[src/rtl/fetch_queue_if.sv]
// Bundle of the CPU-side instruction stream and the memory-side fetch port of
// fetch_queue. The master modport is the queue itself; slave is its environment.
interface fetch_queue_if #(
   parameter int ADDR_W = 32,
   parameter int DATA_W = 32
);
   logic              redirect;
   logic [ADDR_W-1:0] redirect_pc;
   logic              instr_ready;
   logic              instr_valid;
   logic [DATA_W-1:0] instr_data;
   logic [ADDR_W-1:0] instr_addr;
   logic              mem_hold;
   logic              mem_req;
   logic [ADDR_W-1:0] mem_addr;
   logic              mem_ack;
   logic [DATA_W-1:0] mem_rdata;

   modport master (
      input  redirect, redirect_pc, instr_ready, mem_hold, mem_ack, mem_rdata,
      output instr_valid, instr_data, instr_addr, mem_req, mem_addr
   );

   modport slave (
      output redirect, redirect_pc, instr_ready, mem_hold, mem_ack, mem_rdata,
      input  instr_valid, instr_data, instr_addr, mem_req, mem_addr
   );
endinterface

[src/rtl/fetch_queue.sv]
// Instruction prefetch queue: issues sequential word fetches ahead of the CPU,
// buffers up to DEPTH words and flushes on a control-flow redirect.
module fetch_queue #(
   parameter int              ADDR_W   = 32,
   parameter int              DATA_W   = 32,
   parameter int              DEPTH    = 4,
   parameter logic [ADDR_W-1:0] RESET_PC = '0
) (
   input  logic                     clk,
   input  logic                     resetn,
   fetch_queue_if.master            bus,
   output logic [1:0]               dbg_state,
   output logic [$clog2(DEPTH):0]   dbg_count
);
   localparam int                PTR_W = $clog2(DEPTH);
   localparam logic [ADDR_W-1:0] INC   = ADDR_W'(DATA_W / 8);
   localparam logic [PTR_W:0]    FULL  = (PTR_W + 1)'(DEPTH);

   // Handshakes: an instruction moves when instr_valid && instr_ready in the
   // same cycle; a fetch completes on the cycle mem_ack pulses while mem_req=1,
   // and mem_req/mem_addr stay stable until then.
   typedef enum logic [1:0] {
      ST_IDLE    = 2'd0,
      ST_REQ     = 2'd1,
      ST_DISCARD = 2'd2
   } state_t;

   state_t             state_q, state_d;
   logic               mem_req_q, mem_req_d;
   logic [ADDR_W-1:0]  mem_addr_q, mem_addr_d;
   logic [ADDR_W-1:0]  fetch_addr_q, fetch_addr_d;
   logic [PTR_W-1:0]   rd_ptr_q, rd_ptr_d;
   logic [PTR_W-1:0]   wr_ptr_q, wr_ptr_d;
   logic [PTR_W:0]     count_q, count_d;
   logic [ADDR_W-1:0]  entry_addr_q [DEPTH];
   logic [DATA_W-1:0]  entry_data_q [DEPTH];

   logic               push;
   logic               pop;
   logic [PTR_W:0]     count_next;

   // Redirect suppresses both push and pop; the flush wins that edge.
   always_comb begin
      push       = (state_q == ST_REQ) && bus.mem_ack && !bus.redirect;
      pop        = (count_q != '0) && bus.instr_ready && !bus.redirect;
      count_next = count_q + {{PTR_W{1'b0}}, push} - {{PTR_W{1'b0}}, pop};
   end

   always_comb begin
      state_d      = state_q;
      mem_req_d    = mem_req_q;
      mem_addr_d   = mem_addr_q;
      fetch_addr_d = fetch_addr_q;
      rd_ptr_d     = rd_ptr_q;
      wr_ptr_d     = wr_ptr_q;
      count_d      = count_next;
      if (push) wr_ptr_d = wr_ptr_q + 1'b1;
      if (pop)  rd_ptr_d = rd_ptr_q + 1'b1;

      case (state_q)
         ST_IDLE: begin
            // count_next < FULL reserves a slot for the request being issued.
            if (!bus.redirect && !bus.mem_hold && (count_next < FULL)) begin
               state_d    = ST_REQ;
               mem_req_d  = 1'b1;
               mem_addr_d = fetch_addr_q;
            end
         end
         ST_REQ: begin
            if (bus.mem_ack) begin
               state_d   = ST_IDLE;
               mem_req_d = 1'b0;
               if (!bus.redirect) fetch_addr_d = fetch_addr_q + INC;
            end else if (bus.redirect) begin
               state_d = ST_DISCARD;
            end
         end
         ST_DISCARD: begin
            if (bus.mem_ack) begin
               state_d   = ST_IDLE;
               mem_req_d = 1'b0;
            end
         end
         default: begin
            state_d   = ST_IDLE;
            mem_req_d = 1'b0;
         end
      endcase

      if (bus.redirect) begin
         fetch_addr_d = bus.redirect_pc;
         rd_ptr_d     = '0;
         wr_ptr_d     = '0;
         count_d      = '0;
      end
   end

   always_ff @(posedge clk or negedge resetn) begin
      if (!resetn) begin
         state_q      <= ST_IDLE;
         mem_req_q    <= 1'b0;
         mem_addr_q   <= RESET_PC;
         fetch_addr_q <= RESET_PC;
         rd_ptr_q     <= '0;
         wr_ptr_q     <= '0;
         count_q      <= '0;
      end else begin
         state_q      <= state_d;
         mem_req_q    <= mem_req_d;
         mem_addr_q   <= mem_addr_d;
         fetch_addr_q <= fetch_addr_d;
         rd_ptr_q     <= rd_ptr_d;
         wr_ptr_q     <= wr_ptr_d;
         count_q      <= count_d;
      end
   end

   always_ff @(posedge clk) begin
      if (push) begin
         entry_addr_q[wr_ptr_q] <= mem_addr_q;
         entry_data_q[wr_ptr_q] <= bus.mem_rdata;
      end
   end

   assign bus.mem_req     = mem_req_q;
   assign bus.mem_addr    = mem_addr_q;
   assign bus.instr_valid = (count_q != '0);
   assign bus.instr_addr  = entry_addr_q[rd_ptr_q];
   assign bus.instr_data  = entry_data_q[rd_ptr_q];
   assign dbg_state       = state_q;
   assign dbg_count       = count_q;
endmodule

[src/flat_wrapper.sv]
// flat-port wrapper written by rule: the top's interface ports become plain ports
module fetch_queue_flat 
#(
   parameter int              ADDR_W   = 32,
   parameter int              DATA_W   = 32,
   parameter int              DEPTH    = 4,
   parameter logic [ADDR_W-1:0] RESET_PC = '0
)
  (clk, resetn, dbg_state, dbg_count, bus_redirect, bus_redirect_pc, bus_instr_ready, bus_mem_hold, bus_mem_ack, bus_mem_rdata, bus_instr_valid, bus_instr_data, bus_instr_addr, bus_mem_req, bus_mem_addr);
  fetch_queue_if #(.ADDR_W(ADDR_W), .DATA_W(DATA_W)) bus_i ();
  input  logic clk;
  input  logic resetn;
  output logic [1:0] dbg_state;
  output logic [$clog2(DEPTH):0] dbg_count;
  input wire logic [$bits(bus_i.redirect)-1:0] bus_redirect;
  input wire logic [$bits(bus_i.redirect_pc)-1:0] bus_redirect_pc;
  input wire logic [$bits(bus_i.instr_ready)-1:0] bus_instr_ready;
  input wire logic [$bits(bus_i.mem_hold)-1:0] bus_mem_hold;
  input wire logic [$bits(bus_i.mem_ack)-1:0] bus_mem_ack;
  input wire logic [$bits(bus_i.mem_rdata)-1:0] bus_mem_rdata;
  output wire logic [$bits(bus_i.instr_valid)-1:0] bus_instr_valid;
  output wire logic [$bits(bus_i.instr_data)-1:0] bus_instr_data;
  output wire logic [$bits(bus_i.instr_addr)-1:0] bus_instr_addr;
  output wire logic [$bits(bus_i.mem_req)-1:0] bus_mem_req;
  output wire logic [$bits(bus_i.mem_addr)-1:0] bus_mem_addr;
  assign bus_i.redirect = bus_redirect;
  assign bus_i.redirect_pc = bus_redirect_pc;
  assign bus_i.instr_ready = bus_instr_ready;
  assign bus_i.mem_hold = bus_mem_hold;
  assign bus_i.mem_ack = bus_mem_ack;
  assign bus_i.mem_rdata = bus_mem_rdata;
  assign bus_instr_valid = bus_i.instr_valid;
  assign bus_instr_data = bus_i.instr_data;
  assign bus_instr_addr = bus_i.instr_addr;
  assign bus_mem_req = bus_i.mem_req;
  assign bus_mem_addr = bus_i.mem_addr;
  fetch_queue #(.ADDR_W(ADDR_W), .DATA_W(DATA_W), .DEPTH(DEPTH), .RESET_PC(RESET_PC)) u_core (.clk(clk), .resetn(resetn), .bus(bus_i), .dbg_state(dbg_state), .dbg_count(dbg_count));
endmodule
[config.mk]
export PLATFORM = sky130hd
export DESIGN_NAME = fetch_queue_flat
export DESIGN_NICKNAME = d
export VERILOG_FILES = /design/src/rtl/fetch_queue_if.sv /design/src/rtl/fetch_queue.sv /design/src/flat_wrapper.sv
export SDC_FILE = /design/constraint.sdc
export NUM_CORES = 1
export LEC_CHECK = 0
export ABC_AREA = 1
export BUFFER_PORTS_ARGS = -buffer_cell sky130_fd_sc_hd__buf_2
export CAP_MARGIN = 0
export CORE_UTILIZATION = 50
export CTS_CLUSTER_DIAMETER = 30
export DETAILED_ROUTE_END_ITERATION = 10
export PLACE_DENSITY = 0.7
export SLEW_MARGIN = 20
export SYNTH_ARGS = -nofsm -noshare
export SYNTH_HDL_FRONTEND = slang
export SYNTH_SLANG_ARGS = --single-unit
[constraint.sdc]
create_clock -name clk -period 6 [get_ports clk]
set_clock_uncertainty 0.05 [all_clocks]
set_input_delay 0.6 -clock clk [delete_from_list [all_inputs] [get_ports clk]]
set_output_delay 0.6 -clock clk [all_outputs]
set_load 0.02 [all_outputs]
==> results_dict.tcl, run 1 <==
set metrics [dict create \
    avgSynthCellArea_um2 11.31 \
    grt_pass1_vias 9292 \
    path_class "reg2out" \
    yosysMostFrequentCell "edfxtp_1" \
    max_slew.worst_pin.slew_ns 1.067 \
    powerDensity_mw_per_mm2 503.2 \
    viasPerCell 5.436 \
    rsz0062_at_grt "no" \
    syn_nets 1280 \
    total_power_w 0.008584 \
    synth_top_area_share_pct 56.67 \
    cts-htree-levels 3 \
    core_area_mm2 0.02635 \
    min_period_over_period_pct 63.96 \
    grt_pass1_wl_mm 49.31 \
    hp-class "in2reg" \
    die_h_um 166.7 \
    hold_path_depth 3 \
    numPortBuffers 172 \
    rows 59 \
    r2r_cells 14 \
    cts_root_buf "clkbuf_16" \
    grt_max_degree 97 \
    p_sw_share_pct 31.91 \
    synthFlopType "edfxtp_1" \
    synth_seq_cells 330 \
    drt_iter0_drc 760 \
    setup-violations-final 0 \
    power_frac_seq_pct 36.0 \
    area_growth_syn_to_layout_pct 25.74 \
    max-vdd-ir-drop_v 0.0002710 \
    crit_arrival_ns 3.19 \
    end_kind "output port" \
    place_congestion 0.9133 \
    drc 0 \
    yosys.area.top_type "edfxtp_1" \
    drv_slew 0 \
    die_w_um 166.7 \
    overflow 0 \
    synthCells 1199 \
    numCtsBuffers 68 \
    p_int_w 0.005845 \
    antenna_found_initial 0 \
    switchingPower_w 0.002739 \
    antenna_cells 0 \
    path_clk_slew_ns 0.05 \
    cts_setup_buffers 0 \
    nets 1471 \
    ctsResizeCount 0 \
    syn_area_mm2 0.01357 \
    p_leak_nw 6.797 \
    tns_ns 0 \
    comb_power_share_pct 19.3 \
    grtUsageTotal_pct 23.00 \
    start_kind "flip-flop" \
    synth_cell_type_count 32 \
    drt-wirelength-per-cell_um 18.01 \
    dp_hpwl_mm 18.48 \
    clkLatencyLatePin_ns 0.57 \
    io_pins 173 \
    drt-total-wl_mm 32.04 \
    n_fill_cell 1977 \
    ys_async_sr_fraction_pct 22.42 \
    slew-limit-headroom_pct 28.82 \
    cts_tree "done" \
    ys_warn_count 0 \
    synth_common_cells "256 x edfxtp_1, 237 x nand2_1, 188 x nor2_1, 158 x o21ai_0, 74 x dfrtp_1" \
    synth_edf_count 256 \
    ys_seq_area_share_pct 70.32 \
    cp_max_fo 94 \
    status "finished, final reports clean" \
    drive_gt1_share_pct 22.65 \
    synth_area_leaders "edfxtp_1 57%, dfrtp_1 14%, nand2_1 6.6%" \
    die_area_mm2 0.02779 \
    max_freq_mhz 260.6 \
    fin_crit_ns 3.838 \
    p_clk_share_pct 44.7 \
    start_util_pct 51.47 \
    hold_buffers 0 \
    cp.required_ns 5.35 \
    postRouteAntennaNets 0 \
    cts_sinks 330 \
    hold_viol 0 \
    maxCapViolations 0 \
    drtPass1Iterations 5 \
    cts_buffer_depth 3 \
    vias 9670 \
]
critical path, stage by stage, from the launching register on:
cell      delay, ns
dfrtp_4        0.63
clkinv_2       0.42
buf_4          0.80
o21ai_0        0.16
o22ai_1        0.30
buf_2          0.23
sequential cells by signal, summed over array words and instances, names as in the netlist:
signal / flops
u_core.entry_data_q: 128
u_core.bus.mem_req: 1
u_core.wr_ptr_q: 2
u_core.dbg_count: 3
u_core.bus.mem_addr: 32
u_core.entry_addr_q: 128
u_core.fetch_addr_q: 32
u_core.rd_ptr_q: 2
u_core.dbg_state: 2
power groups by stage:
stage / registers, W / clock network [W] / logic [W]
2_1_floorplan: 0.00312 / 0 / 0.00101
3_3_place_gp: 0.00312 / 0 / 0.00162
3_5_place_dp: 0.00312 / 0 / 0.00165
4_1_cts: 0.00309 / 0.00389 / 0.00166
5_1_grt: 0.00312 / 0.00400 / 0.00180
6_report: 0.00309 / 0.00384 / 0.00166
final timing paths:
check                      slack, ns                 endpoint           startpoint
max in group asynchronous       4.98       u_core.rd_ptr_q[0]               resetn
hold / removal                  0.20   u_core.fetch_addr_q[0]   bus_redirect_pc[0]
min in group asynchronous       0.22  u_core.fetch_addr_q[24]               resetn
hold reg to reg                 0.41       u_core.bus.mem_req   u_core.bus.mem_req
setup / recovery                2.16       bus_instr_addr[16]   u_core.rd_ptr_q[0]
setup reg to reg                2.25  u_core.bus.mem_addr[16]  u_core.dbg_state[1]
layout by cell type, fill, tap and decap left out, types with 13 or more instances in the layout:
cell	synthesis	layout
buf_2	16	172
clkbuf_16	0	70
dfrtp_1	74	72
edfxtp_1	256	256
inv_1	47	46
nand2_1	237	237
nand3_1	39	39
nor2_1	188	184
o21ai_0	158	158
o21ai_1	13	13
o22ai_1	65	65
metrics by stage:
stage | hold slack, ns | worst slack (ns) | area (um2) | std cells | utilization [%]
2_1_floorplan | 0.2544 | 1.692 | 13570 | 1199 | -
3_3_place_gp | 0.4094 | 2.255 | 14670 | 1655 | 55.65
3_5_place_dp | 0.4047 | 2.133 | 14670 | 1655 | 55.65
4_1_cts | 0.1826 | 2.190 | 17060 | 1779 | 64.72
5_1_grt | 0.1930 | 1.989 | 17060 | 1779 | 64.72
6_report | 0.1996 | 2.162 | 17060 | 1779 | 64.72
per-layer routing:
metal  track usage [%]  share of wire, %
met3             4.444               6.2
met1             31.31                43
met4             9.179               2.9
met2             36.63                47
met5                 0                 0
kinds of logic after synthesis:
kind of cell / share of synthesized area [%]
AND/OR/NAND/NOR: 14.43
flip-flops: 70.32
XOR/XNOR: 0.7103
buffers and inverters: 3.560
AO/OA/AOI/OAI: 9.915
adder cells (fa/ha/maj): 1.070
layout make-up:
type | instances | area, um2 | share of cell area (%)
Clock buffer | 78 | 1802 | 10.56
Tap cell | 335 | 419.2 | 2.457
Sequential cell | 330 | 9544 | 55.95
Inverter | 51 | 192.7 | 1.130
Multi-Input combinational cell | 757 | 3573 | 20.95
Timing Repair Buffer | 182 | 935.9 | 5.487
Clock inverter | 46 | 590.6 | 3.462
Power figures use the tool's default switching activity.
==> run 2: changes to the inputs <==
--- a/config.mk
+++ b/config.mk
@@ -11,7 +11,7 @@
 export CORE_UTILIZATION = 50
 export CTS_CLUSTER_DIAMETER = 30
 export DETAILED_ROUTE_END_ITERATION = 10
-export PLACE_DENSITY = 0.7
+export PLACE_DENSITY = 0.73
 export SLEW_MARGIN = 20
 export SYNTH_ARGS = -nofsm -noshare
 export SYNTH_HDL_FRONTEND = slang
==> constraint.sdc (replaced) <==
create_clock -name clk -period 3.2 [get_ports clk]
set_clock_uncertainty 0.05 [all_clocks]
set_input_delay 0.32 -clock clk [delete_from_list [all_inputs] [get_ports clk]]
set_output_delay 0.32 -clock clk [all_outputs]
set_load 0.02 [all_outputs]
==> results_dict.tcl, run 2 (synthesis gave the netlist of run 1 again) <==
set metrics [dict create \
    hold_viol 0 \
    finalNonFillerCells 1835 \
    end_kind "flip-flop" \
    drv_slew 0 \
    path_class "reg2reg" \
    drt_iter0_drc 896 \
    rows 59 \
    max-vdd-ir-drop_v 0.0004280 \
    start_util_pct 51.47 \
    core_area_mm2 0.02635 \
    final_common_cell "edfxtp_1" \
    cp.required_ns 3.61 \
    die_w_um 166.7 \
    drt-total-wl_mm 32.62 \
    numCtsBuffers 66 \
    vias 9908 \
    rsz0062_at_grt "no" \
    drc 0 \
    clkLatencyLatePin_ns 0.54 \
    cts-htree-levels 3 \
    cts_setup_buffers 0 \
    grtUsageTotal_pct 23.98 \
    powerDensity_mw_per_mm2 883.1 \
    max_freq_mhz 334.4 \
    cts_sinks 330 \
    status "finished, final reports clean" \
    cts_tree "done" \
    numPortBuffers 172 \
    dp_hpwl_mm 18.53 \
    setup-violations-final 0 \
    overflow 0 \
    antenna_found_initial 0 \
    die_h_um 166.7 \
    start_kind "flip-flop" \
    dp_slack_ns 0.2647 \
    drtPass1Iterations 5 \
    cts_buffer_depth 3 \
    fin_crit_ns 2.990 \
    drt-wirelength-per-cell_um 17.77 \
    nets 1532 \
    grt_max_degree 130 \
    hold_ws_ns 0.01849 \
    postRouteAntennaNets 0 \
    grt_pass1_vias 9851 \
    place_congestion 0.8687 \
    drive_gt1_share_pct 21.40 \
    fin_ws_ns 0.2096 \
    maxCapViolations 0 \
    total_power_w 0.01547 \
    slew-limit-headroom_pct 35.38 \
    dp_cells 1660 \
    max_slew.worst_pin.slew_ns 0.9694 \
    area_growth_syn_to_layout_pct 29.14 \
    path_clk_slew_ns 0.05 \
    top_regs "u_core.entry_addr_q x128, u_core.entry_data_q x128" \
    viasPerCell 5.399 \
    hp-class "in2reg" \
    grt_pass1_wl_mm 52.12 \
    die_area_mm2 0.02779 \
    cts_root_buf "clkbuf_16" \
    cp_max_fo 33 \
    crit_arrival_ns 3.40 \
    tns_ns 0 \
    p_leak_nw 6.975 \
    final_cell_mix "256 x edfxtp_1, 237 x nand2_1, 184 x nor2_1" \
    io_pins 173 \
    antenna_cells 0 \
    min_period_over_period_pct 93.45 \
]
run 2: cell types whose count changed in the layout (fill, tap and decap cells not counted), sizes merged:
| cell | change |
|---|---|
| dlygate4sd3 | +58 |
| bufinv | -4 |
| clkinv | +3 |
| clkinvlp | -2 |
| clkbuf | -1 |
| buf | +5 |
| inv | -3 |
run 2: critical path, stage by stage (launching register included):
cell,delay (ns)
dfrtp_1,0.42
nor2_1,0.11
nand2_1,0.10
nand2_1,0.09
nor2_1,0.04
ha_1,0.27
inv_1,0.05
ha_1,0.13
inv_1,0.04
fa_1,0.41
xnor2_1,0.18
nand2_1,0.09
nand2_2,0.10
nand2_4,0.18
nor2_8,0.41
nand2_1,0.12
nand2_1,0.10
run 2: cell type report:
class	instances	area (um2)
Timing Repair Buffer	245	1644
Tap cell	335	419.2
Clock inverter	40	411.6
Clock buffer	77	1733
Multi-Input combinational cell	757	3573
Inverter	51	192.7
Sequential cell	330	9544
Fill cell	1957	8836
run 2: final timing paths:
path	slack, ns	start	depth (start not counted)	endpoint
setup / recovery	0.21	u_core.dbg_count[2]	16	u_core.bus.mem_addr[2]
hold / removal	0.02	bus_redirect_pc[12]	3	u_core.fetch_addr_q[12]
setup reg to reg	0.21	u_core.dbg_count[2]	16	u_core.bus.mem_addr[2]
hold reg to reg	0.42	u_core.fetch_addr_q[1]	2	u_core.fetch_addr_q[1]
max in group asynchronous	1.92	resetn	2	u_core.rd_ptr_q[0]
min in group asynchronous	0.41	resetn	2	u_core.fetch_addr_q[27]
run 2: repair_timing:
item / 4_1_cts / 5_1_grt
hold endpoints to repair: 227 / 0
hold buffers: 58 / 0
gates resized for setup: 0 / 0
run 2: stage by stage:
stage	area (um2)	utilization, %
2_1_floorplan	13580	-
3_3_place_gp	14790	56.13
3_5_place_dp	14790	56.13
4_1_cts	17520	66.47
5_1_grt	17520	66.47
6_report	17520	66.47
run 2: layer usage:
layer / vias to the layer above / part of all wire (%) / track usage, %
met5: - / 0 / 0
met4: 0 / 2.2 / 9.340
met3: 62 / 5.7 / 4.396
met2: 352 / 50 / 40.21
met1: 4788 / 42 / 31.11
li1: 4706 / - / -
run 2: power breakdown:
group | switching (W) | leakage, nW | internal [W]
registers | 0.000513 | 3.24 | 0.00523
logic | 0.00227 | 2.70 | 0.000993
clock network | 0.00217 | 1.03 | 0.00429
total | 0.00496 | 6.97 | 0.0105
